$ cat config.mk
export PLATFORM = sky130hd
export DESIGN_NAME = imm_gen_pipe
export DESIGN_NICKNAME = d
export VERILOG_FILES = /design/src/rtl/imm_gen_pkg.sv /design/src/rtl/imm_decode_comb.sv /design/src/rtl/imm_gen_pipe.sv
export SDC_FILE = /design/constraint.sdc
export NUM_CORES = 1
export LEC_CHECK = 0
export BUFFER_PORTS_ARGS = -buffer_cell sky130_fd_sc_hd__buf_2
export CAP_MARGIN = 0
export CORE_MARGIN = 2
export CORE_UTILIZATION = 35
export DETAILED_ROUTE_END_ITERATION = 16
export PLACE_DENSITY = 0.67
export SYNTH_ARGS = -nofsm -noshare
export SYNTH_HDL_FRONTEND = slang
export SYNTH_SLANG_ARGS = --single-unit
$ cat constraint.sdc
create_clock -name clk -period 4.6 [get_ports clk]
set_clock_uncertainty 0.1 [all_clocks]
set_input_delay 0.92 -clock clk [delete_from_list [all_inputs] [get_ports clk]]
set_output_delay 0.92 -clock clk [all_outputs]
set_load 0.1 [all_outputs]
$ cat src/rtl/imm_gen_pkg.sv
// Shared types for the pipelined RISC-V immediate generator: format codes and opcode constants.
package imm_gen_pkg;

  typedef enum logic [2:0] {
    FMT_R   = 3'd0,
    FMT_I   = 3'd1,
    FMT_S   = 3'd2,
    FMT_B   = 3'd3,
    FMT_U   = 3'd4,
    FMT_J   = 3'd5,
    FMT_Z   = 3'd6,
    FMT_ILL = 3'd7
  } imm_fmt_e;

  localparam logic [6:0] OPC_OP     = 7'b0110011;
  localparam logic [6:0] OPC_OP_IMM = 7'b0010011;
  localparam logic [6:0] OPC_LOAD   = 7'b0000011;
  localparam logic [6:0] OPC_JALR   = 7'b1100111;
  localparam logic [6:0] OPC_STORE  = 7'b0100011;
  localparam logic [6:0] OPC_BRANCH = 7'b1100011;
  localparam logic [6:0] OPC_LUI    = 7'b0110111;
  localparam logic [6:0] OPC_AUIPC  = 7'b0010111;
  localparam logic [6:0] OPC_JAL    = 7'b1101111;
  localparam logic [6:0] OPC_SYSTEM = 7'b1110011;

  // funct3 codes that turn OP-IMM into a shift with a shamt field
  localparam logic [2:0] F3_SLL = 3'b001;
  localparam logic [2:0] F3_SRX = 3'b101;

endpackage

$ cat src/rtl/imm_decode_comb.sv
// Combinational instruction -> {immediate, format, illegal} decoder, zero latency.
// IMM_GEN_ZICSR_EN adds the CSR-immediate (FMT_Z) decode of the SYSTEM opcode.
module imm_decode_comb
  import imm_gen_pkg::*;
#(
  parameter int XLEN = 32
) (
  input  logic [31:0]     instr_i,
  output logic [XLEN-1:0] imm_o,
  output imm_fmt_e        fmt_o,
  output logic            illegal_o
);

  logic [6:0]  opcode;
  logic [2:0]  funct3;
  logic [5:0]  shamt;
  logic [31:0] imm_i_type;
  logic [31:0] imm_s_type;
  logic [31:0] imm_b_type;
  logic [31:0] imm_u_type;
  logic [31:0] imm_j_type;
  logic [31:0] imm32;

  assign opcode = instr_i[6:0];
  assign funct3 = instr_i[14:12];

  // Shift amount is 6 bits only for RV64; bit 25 belongs to funct7 on RV32.
  assign shamt = (XLEN == 64) ? instr_i[25:20] : {1'b0, instr_i[24:20]};

  assign imm_i_type = {{20{instr_i[31]}}, instr_i[31:20]};
  assign imm_s_type = {{20{instr_i[31]}}, instr_i[31:25], instr_i[11:7]};
  assign imm_b_type = {{19{instr_i[31]}}, instr_i[31], instr_i[7],
                       instr_i[30:25], instr_i[11:8], 1'b0};
  assign imm_u_type = {instr_i[31:12], 12'b0};
  assign imm_j_type = {{11{instr_i[31]}}, instr_i[31], instr_i[19:12],
                       instr_i[20], instr_i[30:21], 1'b0};

  always_comb begin
    imm32     = '0;
    fmt_o     = FMT_R;
    illegal_o = 1'b0;
    case (opcode)
      OPC_OP: begin
        fmt_o = FMT_R;
      end
      OPC_OP_IMM: begin
        fmt_o = FMT_I;
        if (funct3 == F3_SLL || funct3 == F3_SRX) begin
          imm32 = {26'b0, shamt};
        end else begin
          imm32 = imm_i_type;
        end
      end
      OPC_LOAD, OPC_JALR: begin
        fmt_o = FMT_I;
        imm32 = imm_i_type;
      end
      OPC_STORE: begin
        fmt_o = FMT_S;
        imm32 = imm_s_type;
      end
      OPC_BRANCH: begin
        fmt_o = FMT_B;
        imm32 = imm_b_type;
      end
      OPC_LUI, OPC_AUIPC: begin
        fmt_o = FMT_U;
        imm32 = imm_u_type;
      end
      OPC_JAL: begin
        fmt_o = FMT_J;
        imm32 = imm_j_type;
      end
`ifdef IMM_GEN_ZICSR_EN
      OPC_SYSTEM: begin
        if (funct3 inside {3'b101, 3'b110, 3'b111}) begin
          fmt_o = FMT_Z;
          imm32 = {27'b0, instr_i[19:15]};
        end else begin
          fmt_o = FMT_I;
          imm32 = imm_i_type;
        end
      end
`endif
      default: begin
        fmt_o     = FMT_ILL;
        illegal_o = 1'b1;
      end
    endcase
  end

  // Zero-extended fields keep bit 31 clear, so one sign extension covers every format.
  assign imm_o = XLEN'($signed(imm32));

endmodule

$ cat src/rtl/imm_gen_pipe.sv
// Two-stage valid/ready immediate generator: 2-cycle latency, 1/cycle, full back-pressure.
// Stage 1 holds the raw instruction, stage 2 the decoded result; the ready chain is combinational.
module imm_gen_pipe
  import imm_gen_pkg::*;
#(
  parameter int XLEN  = 32,
  parameter int TAG_W = 8
) (
  input  logic             clk,
  input  logic             rst,
  input  logic             in_valid,
  output logic             in_ready,
  input  logic [31:0]      in_instr,
  input  logic [TAG_W-1:0] in_tag,
  output logic             out_valid,
  input  logic             out_ready,
  output logic [XLEN-1:0]  out_imm,
  output imm_fmt_e         out_fmt,
  output logic             out_illegal,
  output logic [TAG_W-1:0] out_tag
);

  logic             s1_valid_q, s1_valid_d;
  logic [31:0]      s1_instr_q, s1_instr_d;
  logic [TAG_W-1:0] s1_tag_q,   s1_tag_d;

  logic             out_valid_q,   out_valid_d;
  logic [XLEN-1:0]  out_imm_q,     out_imm_d;
  imm_fmt_e         out_fmt_q,     out_fmt_d;
  logic             out_illegal_q, out_illegal_d;
  logic [TAG_W-1:0] out_tag_q,     out_tag_d;

  logic             s2_load;
  logic             s1_load;
  logic [XLEN-1:0]  dec_imm;
  imm_fmt_e         dec_fmt;
  logic             dec_illegal;

  assign s2_load  = !out_valid_q || out_ready;
  assign s1_load  = !s1_valid_q || s2_load;
  assign in_ready = s1_load;

  imm_decode_comb #(
    .XLEN (XLEN)
  ) u_decode (
    .instr_i   (s1_instr_q),
    .imm_o     (dec_imm),
    .fmt_o     (dec_fmt),
    .illegal_o (dec_illegal)
  );

  always_comb begin
    s1_valid_d = s1_valid_q;
    s1_instr_d = s1_instr_q;
    s1_tag_d   = s1_tag_q;
    if (s1_load) begin
      s1_valid_d = in_valid;
      if (in_valid) begin
        s1_instr_d = in_instr;
        s1_tag_d   = in_tag;
      end
    end
  end

  // Payload only moves with a valid entry so a drained output keeps its last value.
  always_comb begin
    out_valid_d   = out_valid_q;
    out_imm_d     = out_imm_q;
    out_fmt_d     = out_fmt_q;
    out_illegal_d = out_illegal_q;
    out_tag_d     = out_tag_q;
    if (s2_load) begin
      out_valid_d = s1_valid_q;
      if (s1_valid_q) begin
        out_imm_d     = dec_imm;
        out_fmt_d     = dec_fmt;
        out_illegal_d = dec_illegal;
        out_tag_d     = s1_tag_q;
      end
    end
  end

  always_ff @(posedge clk) begin
    if (rst) begin
      s1_valid_q <= 1'b0;
      s1_instr_q <= '0;
      s1_tag_q   <= '0;
    end else begin
      s1_valid_q <= s1_valid_d;
      s1_instr_q <= s1_instr_d;
      s1_tag_q   <= s1_tag_d;
    end
  end

  always_ff @(posedge clk) begin
    if (rst) begin
      out_valid_q   <= 1'b0;
      out_imm_q     <= '0;
      out_fmt_q     <= FMT_R;
      out_illegal_q <= 1'b0;
      out_tag_q     <= '0;
    end else begin
      out_valid_q   <= out_valid_d;
      out_imm_q     <= out_imm_d;
      out_fmt_q     <= out_fmt_d;
      out_illegal_q <= out_illegal_d;
      out_tag_q     <= out_tag_d;
    end
  end

  // Masked during reset so a consumer can never complete a handshake on a discarded entry.
  assign out_valid   = out_valid_q && !rst;
  assign out_imm     = out_imm_q;
  assign out_fmt     = out_fmt_q;
  assign out_illegal = out_illegal_q;
  assign out_tag     = out_tag_q;

endmodule

==> results of run 1 <==
## how the worst min path moves through the flow
stage | from | endpoint | slack, ps | cells after the start
finish | out_imm[1]$_SDFFE_PP0P_ | out_imm[1]$_SDFFE_PP0P_ | 350 | 2
global route | out_imm[26]$_SDFFE_PP0P_ | out_imm[26]$_SDFFE_PP0P_ | 380 | 1
CTS | s1_instr_q[19]$_SDFFE_PP0P_ | s1_instr_q[19]$_SDFFE_PP0P_ | 360 | 2
detailed placement | out_imm[28]$_SDFFE_PP0P_ | out_imm[28]$_SDFFE_PP0P_ | 340 | 1
global placement | out_imm[28]$_SDFFE_PP0P_ | out_imm[28]$_SDFFE_PP0P_ | 330 | 1
floorplan | s1_tag_q[0]$_SDFFE_PP0P_ | out_tag[0]$_SDFFE_PP0P_ | 330 | 2
## routing by layer
layer  GRT usage  part of all wire  vias up
li1            -                 -     1507
met1       0.196              0.45     1383
met2       0.272              0.47       59
met3      0.0449             0.064        9
met4      0.0686             0.014        0
met5           0                 0        -
## synthesized netlist by cell type, types with 2 or more instances
master	n	area share
nor2b_1	4	0.0075
o21ai_0	16	0.024
nor3_1	3	0.0045
nor2_1	13	0.015
clkbuf_1	22	0.025
a22oi_1	6	0.014
a21oi_1	61	0.092
a211oi_1	3	0.0068
inv_1	6	0.0068
buf_2	3	0.0045
dfxtp_1	86	0.52
nand2_1	124	0.14
a22o_1	6	0.016
nand2b_1	2	0.0038
a21boi_0	8	0.018
buf_6	2	0.0068
a21o_1	13	0.029
## per-stage QoR
| stage | total power (uW) | cells | worst slack, ps | hold slack [ps] | area [sq um] |
|---|---|---|---|---|---|
| CTS | 1460 | 611 | 1780 | 358 | 4030 |
| detailed placement | 936 | 595 | 1680 | 338 | 3830 |
| global placement | 933 | 595 | 1720 | 334 | 3830 |
| finish | 1450 | 611 | 1780 | 353 | 4030 |
| floorplan | 894 | 402 | 1140 | 332 | 3320 |
| global route | 1510 | 611 | 1750 | 378 | 4030 |
## final cells by class
| cell class | instances | area [sq um] |
|---|---|---|
| Inverter | 6 | 22.5 |
| Sequential cell | 86 | 1720 |
| Fill cell | 964 | 5210 |
| Timing Repair Buffer | 93 | 475 |
| Multi-Input combinational cell | 281 | 1450 |
| Clock buffer | 10 | 128 |
| Clock inverter | 6 | 70.1 |
| Tap cell | 129 | 161 |
## kinds of logic after synthesis
group | Yosys count | synth area share
and+or+nand+nor | 157 | 0.201
DFF | 86 | 0.519
buffers and inverters | 35 | 0.0456
AOI/OAI and AO/OA | 124 | 0.234
## sequential cells by signal, summed over array words and instances (netlist names)
register     count
out_fmt          3
out_illegal      1
out_imm         32
out_tag          8
out_valid_q      1
s1_instr_q      32
s1_tag_q         8
s1_valid_q       1
## power groups by stage
| stage | clock, uW | combinational [uW] | sequential [uW] |
|---|---|---|---|
| finish | 530 | 129 | 788 |
| global route | 577 | 143 | 792 |
| CTS | 541 | 132 | 788 |
| detailed placement | 0 | 131 | 805 |
| global placement | 0 | 129 | 804 |
| floorplan | 0 | 66.0 | 828 |
## critical path, stage by stage
cell     delay, ps
buf_2          270
nor2b_1        170
buf_2          440
==> results.yml, run 1 <==
drt:
  vias_per_cell: 4.84
  firstDrtPassIters: 4
  drc: 0
  ant_nets: 0
  drtIter0Drc: 146
  detail_route.wl_per_cell_um: 13.1
  finalWirelength_um: 8000
  num_vias: 2958
clock_tree:
  cts_sinks: 86
  cts_setup_buffers: 0
  clkLatencyLatePin_ps: 350
  cts-root-buf: "clkbuf_8"
  clk_pin_slew_ps: 80
  cts_max_level: 3
  ctsResizeCount: 0
  cts_max_path_buffers: 2
  cts_buffers: 9
  ctsHoldBuffers: 0
  cts_tree: "yes"
cells_and_area:
  area_growth_pct: 21.3
  final_cell_mix: "nand2_1, buf_2, dfxtp_1"
  drive_above_1_share: 0.239
  final_common_cell: "nand2_1"
  fin_nets: 521
  utilization: 0.436
  diodes: 0
yosys:
  synth_seq_cells: 86
  seq_area_frac_synth: 0.519
  avgSynthCellArea_sq_um: 8.26
  synth.net_count: 446
  ys.flop_type: "dfxtp_1"
  postSynth.asyncResetShare: 0
  synth_edf_count: 0
  syn_inst: 402
  syn_area_sq_mm: 0.00332
  synth_warnings: 0
  synth_cell_types: 41
global_routing:
  grt_overflow: 0
  grt_max_degree: 33
  grt_pass1_vias: 2827
  antenna_found_initial: 0
  grt_pass1_wl_um: 13100
  grt_usage: 0.162
worst_hold_path:
  hp-class: "reg -> reg"
setup_path:
  cp_max_fo: 28
  crit_path_start: "rst"
  regToRegSetupSlack_ps: 2350
  critPathLaunchType: "input port"
  reg2reg_to: "out_imm[28]$_SDFFE_PP0P_"
  crit-reg2reg-launch: "s1_instr_q[2]$_SDFFE_PP0P_"
  critical_path_class: "in -> out"
  cp.required_ps: 3580
  r2r_cells: 5
  critPathArrivalTime_ps: 1800
  endpoint_kind: "output pin"
  endpoint: "out_valid"
floorplan:
  die-area_sq_mm: 0.0103
  coreArea_sq_mm: 0.00924
  start_util: 0.359
  die-height_um: 101
  io_pins: 90
  die_w_um: 101
  rows: 35
timing:
  post-route-min-period_ps: 2820
  fin_crit_sh: 0.614
  slew_viol_final: 0
  rsz0062_at_grt: "no"
  tns_ps: 0
  finalSetupViolCount: 0
  max_freq_ghz: 0.354
  worst_pin_slew_ps: 1160
  slew_headroom: 0.224
  hold_violations: 0
power:
  max-vdd-ir-drop_v: 0.000160
  leakage_uw: 0.00176
  power.density_mw_per_mm2: 359
  combPwrFrac: 0.089
  cellInternalPower_uw: 1060
  switchingPower_uw: 384
  switching_share: 0.265
  clkPwrFrac: 0.366
  p_seq_frac: 0.544
flow_run:
  drv_cap: 0
place:
  port_buffers: 89
  dpl.hpwl_um: 5780
  gp_congestion: 0.876
status:
  status: "finished, final reports clean"
Note: power is estimated with default switching activity, not from simulation.
==> run 2, diff against run 1 <==
--- a/config.mk
+++ b/config.mk
@@ -10,7 +10,7 @@
 export CORE_MARGIN = 2
 export CORE_UTILIZATION = 35
 export DETAILED_ROUTE_END_ITERATION = 16
-export PLACE_DENSITY = 0.67
+export PLACE_DENSITY = 0.69
 export SYNTH_ARGS = -nofsm -noshare
 export SYNTH_HDL_FRONTEND = slang
 export SYNTH_SLANG_ARGS = --single-unit
==> constraint.sdc (replaced) <==
create_clock -name clk -period 2.4 [get_ports clk]
set_clock_uncertainty 0.1 [all_clocks]
set_input_delay 0.48 -clock clk [delete_from_list [all_inputs] [get_ports clk]]
set_output_delay 0.48 -clock clk [all_outputs]
set_load 0.1 [all_outputs]
==> run 2 against run 1 <==
  * Hold slack got worse by 98 ps
  * Critical path type is now reg -> reg
  * Non-clock buffer count increased by 7
  * Largest power group unchanged
  * Global-route usage increased by 0.49 points
  * Count of clock-buffer cells in the layout increased by 1
  * Largest cell class unchanged
==> results.yml, run 2 (same netlist as run 1, synthesis figures left out) <==
floorplan:
  start_util: 0.359
  coreArea_sq_mm: 0.00924
  die_w_um: 101
  rows: 35
  die-height_um: 101
  die-area_sq_mm: 0.0103
  io_pins: 90
cells_and_area:
  drive_above_1_share: 0.249
  final_cell_mix: "nand2_1, buf_2, dfxtp_1"
  final_common_cell: "nand2_1"
  fin_nets: 528
  fillers: 965
  diodes: 0
  utilization: 0.446
  area_growth_pct: 24.2
setup_path:
  endpoint: "out_imm[22]$_SDFFE_PP0P_"
  crit_path_start: "s1_instr_q[6]$_SDFFE_PP0P_"
  regToRegSetupSlack_ps: 270
  max_stage_delay_ps: 690
  reg2reg_to: "out_imm[22]$_SDFFE_PP0P_"
  r2r_cells: 5
  critical_path_class: "reg -> reg"
  critPathLaunchType: "flip-flop"
  critPathArrivalTime_ps: 2280
  worstPathCellList: "nand2b_1 -> and3_1 -> a22oi_1 -> a21oi_1 -> a21o_1"
  cp_max_fo: 11
  endpoint_kind: "flip-flop"
  cp.required_ps: 2550
  crit-reg2reg-launch: "s1_instr_q[6]$_SDFFE_PP0P_"
  crit_slowest_cell: "a22oi_1"
timing:
  worst_pin_slew_ps: 895
  post-route-min-period_ps: 2130
  finalSetupViolCount: 0
  rsz0062_at_grt: "no"
  hold_violations: 0
  slew_headroom: 0.403
  holdWs_ps: 255
  layout_setup_ws_ps: 269
  max_freq_ghz: 0.469
  tns_ps: 0
  fin_crit_sh: 0.888
  slew_viol_final: 0
drt:
  drc: 0
  detail_route.wl_per_cell_um: 13.2
  ant_nets: 0
  num_vias: 3000
  firstDrtPassIters: 4
  vias_per_cell: 4.85
  drtIter0Drc: 206
  finalWirelength_um: 8180
clock_tree:
  cts-root-buf: "clkbuf_8"
  clk_pin_slew_ps: 90
  cts_max_path_buffers: 2
  ctsHoldBuffers: 0
  cts_tree: "yes"
  ctsResizeCount: 0
  cts_max_level: 3
  cts_setup_buffers: 0
  clkLatencyLatePin_ps: 350
  cts_buffers: 9
  cts_sinks: 86
global_routing:
  grt_max_degree: 41
  grt_pass1_wl_um: 13600
  grt_overflow: 0
  grt_usage: 0.167
  grt_pass1_vias: 2848
  antenna_found_initial: 0
place:
  dpl.hpwl_um: 6060
  port_buffers: 89
  pre_cts_slack_ps: 308
  gp_congestion: 0.852
flow_run:
  drv_cap: 0
power:
  leakage_uw: 0.00180
  max-vdd-ir-drop_v: 0.000337
  power.density_mw_per_mm2: 720
worst_hold_path:
  hp-class: "in -> reg"
  hp-start: "in_instr[11]"
status:
  status: "finished, final reports clean"
==> run 2: cell types whose count changed in the layout (fill, tap and decap cells not counted), sizes merged <==
cell,previous run,this run
buf,93,100
clkinv,3,0
bufinv,1,3
clkbuf,10,11
clkinvlp,0,1
inv,8,7
==> run 2: worst min-delay path by stage <==
stage                                  end  slack, ps  cells after the start
3_3_place_gp      out_imm[31]$_SDFFE_PP0P_        340                      1
2_1_floorplan      out_tag[0]$_SDFFE_PP0P_        330                      2
5_1_grt        s1_instr_q[11]$_SDFFE_PP0P_        250                      3
4_1_cts        s1_instr_q[11]$_SDFFE_PP0P_        240                      3
6_report       s1_instr_q[11]$_SDFFE_PP0P_        260                      3
3_5_place_dp      out_imm[31]$_SDFFE_PP0P_        330                      1
==> run 2: through the flow <==
step / std cells / instance area, sq um / power, uW
floorplan: 402 / 3320 / 1710
global placement: 602 / 3880 / 1800
detailed placement: 602 / 3880 / 1800
CTS: 618 / 4120 / 3000
global route: 618 / 4120 / 3100
finish: 618 / 4120 / 2970
==> run 2: area by class of cell <==
class | instances | area (sq um) | area share
Inverter | 6 | 22.5 | 0.00546
Multi-Input combinational cell | 281 | 1450 | 0.352
Clock buffer | 11 | 131 | 0.0319
Tap cell | 129 | 161 | 0.0392
Timing Repair Buffer | 100 | 528 | 0.128
Sequential cell | 86 | 1720 | 0.418
Clock inverter | 5 | 106 | 0.0258
==> run 2: metal layers <==
metal	vias up	GRT usage	wire length, um
met5	-	0	0
met4	0	0.0780	176
met3	14	0.0366	391
met2	71	0.271	3850
li1	1522	-	-
met1	1393	0.212	3760
==> run 2: power breakdown <==
part	internal [uW]	switching, uW	total [uW]
logic	80.3	178	258
clock network	696	502	1200
registers	1470	36.9	1510
==> run 2: critical path, delay by kind of cell, from the launching register on <==
kind	cells	cell delay, ps
AO/OA/AOI/OAI	3	1060
flip-flops	1	550
AND/OR/NAND/NOR	2	320
